[config.mk]
export PLATFORM = sky130hd
export DESIGN_NAME = nxsign_lanes
export DESIGN_NICKNAME = d
export VERILOG_FILES = /design/src/rtl/nxsign_lanes.sv
export SDC_FILE = /design/constraint.sdc
export NUM_CORES = 1
export LEC_CHECK = 0
export ABC_AREA = 1
export BUFFER_PORTS_ARGS = -buffer_cell sky130_fd_sc_hd__buf_2
export CORE_ASPECT_RATIO = 2
export CORE_MARGIN = 2
export CORE_UTILIZATION = 39
export DETAILED_ROUTE_END_ITERATION = 10
export GPL_TIMING_DRIVEN = 0
export PLACE_DENSITY_LB_ADDON = 0.05
export SYNTH_ARGS = -nofsm -noshare
export SYNTH_HDL_FRONTEND = slang
export SYNTH_SLANG_ARGS = --single-unit
[constraint.sdc]
create_clock -name clk -period 5 [get_ports clk]
set_clock_uncertainty 0.2 [all_clocks]
set_input_delay 0.5 -clock clk [delete_from_list [all_inputs] [get_ports clk]]
set_output_delay 0.5 -clock clk [all_outputs]
set_load 0.05 [all_outputs]
[src/rtl/nxsign_lanes.sv]
// Per-lane sign sequencer: loads operand signs, applies a sign function ncyc times, flags done.
// Latency: 1 cycle to load, then ncyc RUN cycles; done is high for one unheld cycle afterwards.
// Backpressure: fpuhold freezes everything; start is ignored in RUN. NXSIGN_STICKY_EN adds sgn_flip.
module nxsign_lanes #(
    parameter int LANES = 2,
    parameter int CNT_W = 5
) (
    input  logic             clk,
    input  logic             reset_l,
    input  logic             fpuhold,
    input  logic             start,
    input  logic [LANES-1:0] asignin,
    input  logic [LANES-1:0] bsignin,
    input  logic [CNT_W-1:0] ncyc,
    input  logic [2:0]       asignfunc,
    input  logic [LANES-1:0] expsame,
    input  logic [LANES-1:0] altb,
    input  logic [LANES-1:0] ae_small,
    input  logic [LANES-1:0] morethree_taken,
    output logic [LANES-1:0] asign,
    output logic [LANES-1:0] bsign,
    output logic [LANES-1:0] eadd,
    output logic [LANES-1:0] absign,
`ifdef NXSIGN_STICKY_EN
    output logic [LANES-1:0] sgn_flip,
`endif
    output logic             busy,
    output logic             done
);

    typedef enum logic [1:0] {ST_IDLE = 2'd0, ST_RUN = 2'd1, ST_DONE = 2'd2} state_t;

    state_t           state_q, state_d;
    logic [CNT_W-1:0] cnt_q, cnt_d;
    logic [LANES-1:0] asign_q, asign_d;
    logic [LANES-1:0] bsign_q, bsign_d;
    logic [LANES-1:0] eadd_q, eadd_d;
    logic [LANES-1:0] absign_q, absign_d;
    logic [LANES-1:0] nxa, nxb;
    logic             load, step;

    // Sequencer state: IDLE -> RUN (ncyc steps) -> DONE (one cycle) -> IDLE
    always_ff @(posedge clk or negedge reset_l) begin
        if (!reset_l) begin
            state_q <= ST_IDLE;
            cnt_q   <= '0;
        end else begin
            state_q <= state_d;
            cnt_q   <= cnt_d;
        end
    end

    // Next state: load on accepted start, count down in RUN; nothing moves under fpuhold
    always_comb begin
        state_d = state_q;
        cnt_d   = cnt_q;
        load    = 1'b0;
        step    = 1'b0;
        if (!fpuhold) begin
            case (state_q)
                ST_IDLE: load = start;
                ST_RUN: begin
                    step  = 1'b1;
                    cnt_d = cnt_q - CNT_W'(1);
                    if (cnt_q == CNT_W'(1)) state_d = ST_DONE;
                end
                ST_DONE: begin
                    load = start;
                    if (!start) state_d = ST_IDLE;
                end
                default: state_d = ST_IDLE;
            endcase
            if (load) begin
                cnt_d   = ncyc;
                state_d = (ncyc != '0) ? ST_RUN : ST_DONE;
            end
        end
    end

    // Status outputs decode directly from the state register, so they are glitch-free
    always_comb begin
        busy = (state_q == ST_RUN);
        done = (state_q == ST_DONE);
    end

    // Per-lane sign function; swap is suppressed when the quotient already took >3
    always_comb begin
        nxa = asign_q;
        nxb = bsign_q;
        for (int i = 0; i < LANES; i++) begin
            logic a, b, a_small, swap;
            a       = asign_q[i];
            b       = bsign_q[i];
            a_small = expsame[i] ? altb[i] : ae_small[i];
            swap    = a_small & ~morethree_taken[i];
            case (asignfunc)
                3'd0:    nxa[i] = a;
                3'd1:    nxa[i] = ~a;
                3'd2:    nxa[i] = a ^ b;
                3'd3:    nxa[i] = swap ? b : a;
                3'd4:    nxa[i] = a & b;
                3'd5:    nxa[i] = 1'b0;
                3'd6:    nxa[i] = b;
                default: nxa[i] = 1'b1;
            endcase
            nxb[i] = ((asignfunc == 3'd3) && swap) || (asignfunc == 3'd6) ? a : b;
        end
    end

    // Sign datapath: eadd/absign always derive from the values being written to asign/bsign
    always_comb begin
        asign_d  = asign_q;
        bsign_d  = bsign_q;
        eadd_d   = eadd_q;
        absign_d = absign_q;
        if (load) begin
            asign_d  = asignin;
            bsign_d  = bsignin;
            eadd_d   = ~(asignin ^ bsignin);
            absign_d = asignin & bsignin;
        end else if (step) begin
            asign_d  = nxa;
            bsign_d  = nxb;
            eadd_d   = ~(nxa ^ nxb);
            absign_d = nxa & nxb;
        end
    end

    // Sign registers
    always_ff @(posedge clk or negedge reset_l) begin
        if (!reset_l) begin
            asign_q  <= '0;
            bsign_q  <= '0;
            eadd_q   <= '0;
            absign_q <= '0;
        end else begin
            asign_q  <= asign_d;
            bsign_q  <= bsign_d;
            eadd_q   <= eadd_d;
            absign_q <= absign_d;
        end
    end

    assign asign  = asign_q;
    assign bsign  = bsign_q;
    assign eadd   = eadd_q;
    assign absign = absign_q;

`ifdef NXSIGN_STICKY_EN
    logic [LANES-1:0] sgn_flip_q, sgn_flip_d;

    // Sticky per-lane record of any asign change during the current operation
    always_comb begin
        sgn_flip_d = sgn_flip_q;
        if (load)      sgn_flip_d = '0;
        else if (step) sgn_flip_d = sgn_flip_q | (nxa ^ asign_q);
    end

    // Sticky flag register
    always_ff @(posedge clk or negedge reset_l) begin
        if (!reset_l) sgn_flip_q <= '0;
        else          sgn_flip_q <= sgn_flip_d;
    end

    assign sgn_flip = sgn_flip_q;
`endif

endmodule

==> flow_summary_export.csv <==
group,metric,value,unit
floorplan,ios,34,
detailed_routing,routedWlPerCell,12.47,um
global_routing,grt_max_degree,16,
floorplan,core_area,2908,um^2
worst_setup_path,worst-path-max-fanout,6,
finish,final_common_cell,"nand2_1",
clock_network,holdBufCountCts,1,
clock_network,cts_tree,"yes",
yosys,synth_enable_flop_cells,0,
yosys,synthArstFlopShare,100.0,%
placed_design,preCtsSetupSlack,2971,ps
global_routing,grt_remaining_overflow,0,
finish,finish.net_count,239,
worst_setup_path,cp_cell_sequence,"ha_1 > nand4_1 > nand2_1 > nor2_1 > nand3_1 > ha_1 > nand2_1 > a22o_1",
sta,min_period_over_period,39.96,%
placed_design,place.gp.congestion,0.8142,
global_routing,grt_pass1_wl,4.961,mm
placed_design,dpl.hpwl,2.443,mm
sta,worst_slew_pin_slew,366.5,ps
finish,layout_common_cells,"46 x nand2_1, 35 x buf_2, 19 x inv_1",
placed_design,port_buffers,33,
yosys,avgSynthCellArea,6.904,um^2
floorplan,rows,28,
clock_network,postCtsSetupBuffers,0,
detailed_routing,ant_nets,0,
worst_setup_path,start_kind,"register",
clock_network,cts_resized,0,
pwr,irDropWorstVdd,245.2,uV
pwr,powerDensity,551.5,nW/um^2
finish,areaGrowthSynthToFinish,22.22,%
outcome,status,"finished, final reports clean",
floorplan,start_util,39.89,%
yosys,syn_inst,168,
sta,slew_headroom,75.57,%
detailed_routing,drc,0,
global_routing,grt_util_all_layers,18.87,%
yosys,syn_nets,200,
detailed_routing,drt_iter0_drc,11,
sta,setup_violations,0,
clock_network,cts_buffer_depth,2,
sta,rsz0062_at_grt,"false",
sta,period_needed,1998,ps
floorplan,dieArea,3452,um^2
floorplan,die_height,81.12,um
yosys,ys_types,23,
pwr,leakage,0.8115,nW
yosys,synth_top_area_share,32.36,%
worst_setup_path,critPathCaptureType,"register",
clock_network,clk_latency,250,ps
detailed_routing,vias_per_cell,5.174,
clock_network,cts_root_buffer,"clkbuf_8",
worst_setup_path,crit_slowest_cell,"dfrtp_1",
yosys,synth_area,1160,um^2
clock_network,cts_buffers,3,
global_routing,antenna_found_initial,0,
clock_network,clock_sinks,15,
detailed_routing,drt_pass1_iterations,4,
finish,fillers,334,
sta,max_clock_freq,0.5005,GHz
sta,whs,305.8,ps
clock_network,clkTransAtPathRegs,60,ps
yosys,ys.flop_type,"dfrtp_1",
yosys,seq_area_frac_synth,32.36,%
sta,finalHoldViolCount,0,
worst_setup_path,slowest_delay,450,ps
sta,tns,0,ps
yosys,synth_area_leaders,"dfrtp_1 32%, nand2_1 15%, ha_1 8.6%",
detailed_routing,routed_wl,2.943,mm
yosys,yosys_register_bits,15,
global_routing,grt_pass1_vias,1157,
clock_network,ctsHtreeMaxLevel,1,
finish,drive_above_1_share,23.79,%
worst_setup_path,cp.arrival,1940,ps
run,cap_viol_max_count,0,
detailed_routing,vias,1221,
worst_setup_path,critPathKind,"reg2reg",
yosys,yosys.area.top_type,"dfrtp_1",
floorplan,die-width,42.56,um
yosys,yosysWarnings,0,
worst_setup_path,critical_path_required,4940,ps
finish,diodes,0,
hold_path,hp-class,"reg2reg",
sta,finalMaxSlewViolations,0,
sta,setup_slack,3002,ps
[cell type report]
class / count / area, um^2 / share of cell area, %
flip-flops and latches: 15 / 375.4 / 26.48
plain buffers: 3 / 17.52 / 1.236
repair buffers: 34 / 175.2 / 12.36
clock buffers: 4 / 45.04 / 3.177
well taps: 30 / 37.54 / 2.648
multi-input cells: 129 / 688.2 / 48.54
inverters: 21 / 78.83 / 5.560
[through the flow]
step                      utilization (%)  std cells  power (mW)  cell area, um^2
after floorplan                         -        168      0.5748             1160
after global placement              46.86        231      0.6793             1363
after detailed placement            46.86        231      0.6879             1363
after CTS                           48.75        236      0.7938             1418
after global routing                48.75        236      0.8577             1418
final                               48.75        236      0.7819             1418
[power breakdown]
part,internal [mW],switching (mW),total [mW],leakage (nW)
sequential,0.178,0.0479,0.226,0.189
clock,0.0565,0.0446,0.101,0.0228
combinational,0.140,0.314,0.455,0.599
total,0.375,0.407,0.782,0.811
[synth_stat cells, types with 3 or more instances]
cell type / number
nand2_1: 46
inv_1: 19
nor2_1: 18
dfrtp_1: 15
nand3_1: 14
o21ai_0: 9
ha_1: 8
nand4_1: 8
o21ai_1: 6
nand2_2: 4
a21oi_1: 3
[flip-flops by register name (all words and copies together), names as in the netlist]
name	count
bsign	2
cnt_q	5
asign	2
eadd	2
absign	2
state_q	2
[layer usage]
metal,vias up,part of all wire (%),GRT usage [%],routed length [um]
li1,631,-,-,-
met1,561,35,17.68,1017
met2,24,61,39.54,1798
met3,5,2.7,1.556,78
met4,0,1.7,7.500,49
met5,-,0,0,0
[critical path, delay by kind of cell (launching register included)]
family	cells	cell delay, ps
adder cells (fa/ha/maj)	2	600
AO/OA/AOI/OAI	1	190
AND/OR/NAND/NOR	5	460
flip-flops	1	450
[cell families after synthesis]
group           synth area share, %
compound gates                13.05
xor+xnor                      1.511
fa+ha+maj                     8.630
buf+inv                       8.307
flops                         32.36
simple gates                  36.14
[path summary, 6_finish.rpt]
check                                  end  cells after the start  startpoint  slack, ps
worst max-delay path               eadd[1]                      8    asign[1]       3000
worst min-delay path             absign[1]                      2   absign[1]        310
worst max register to register     eadd[1]                      8    asign[1]       3000
worst min register to register   absign[1]                      2   absign[1]        310
max in group asynchronous         bsign[1]                      2     reset_l       3850
min in group asynchronous       state_q[0]                      2     reset_l        490
Note: power is estimated with default switching activity, not from simulation.
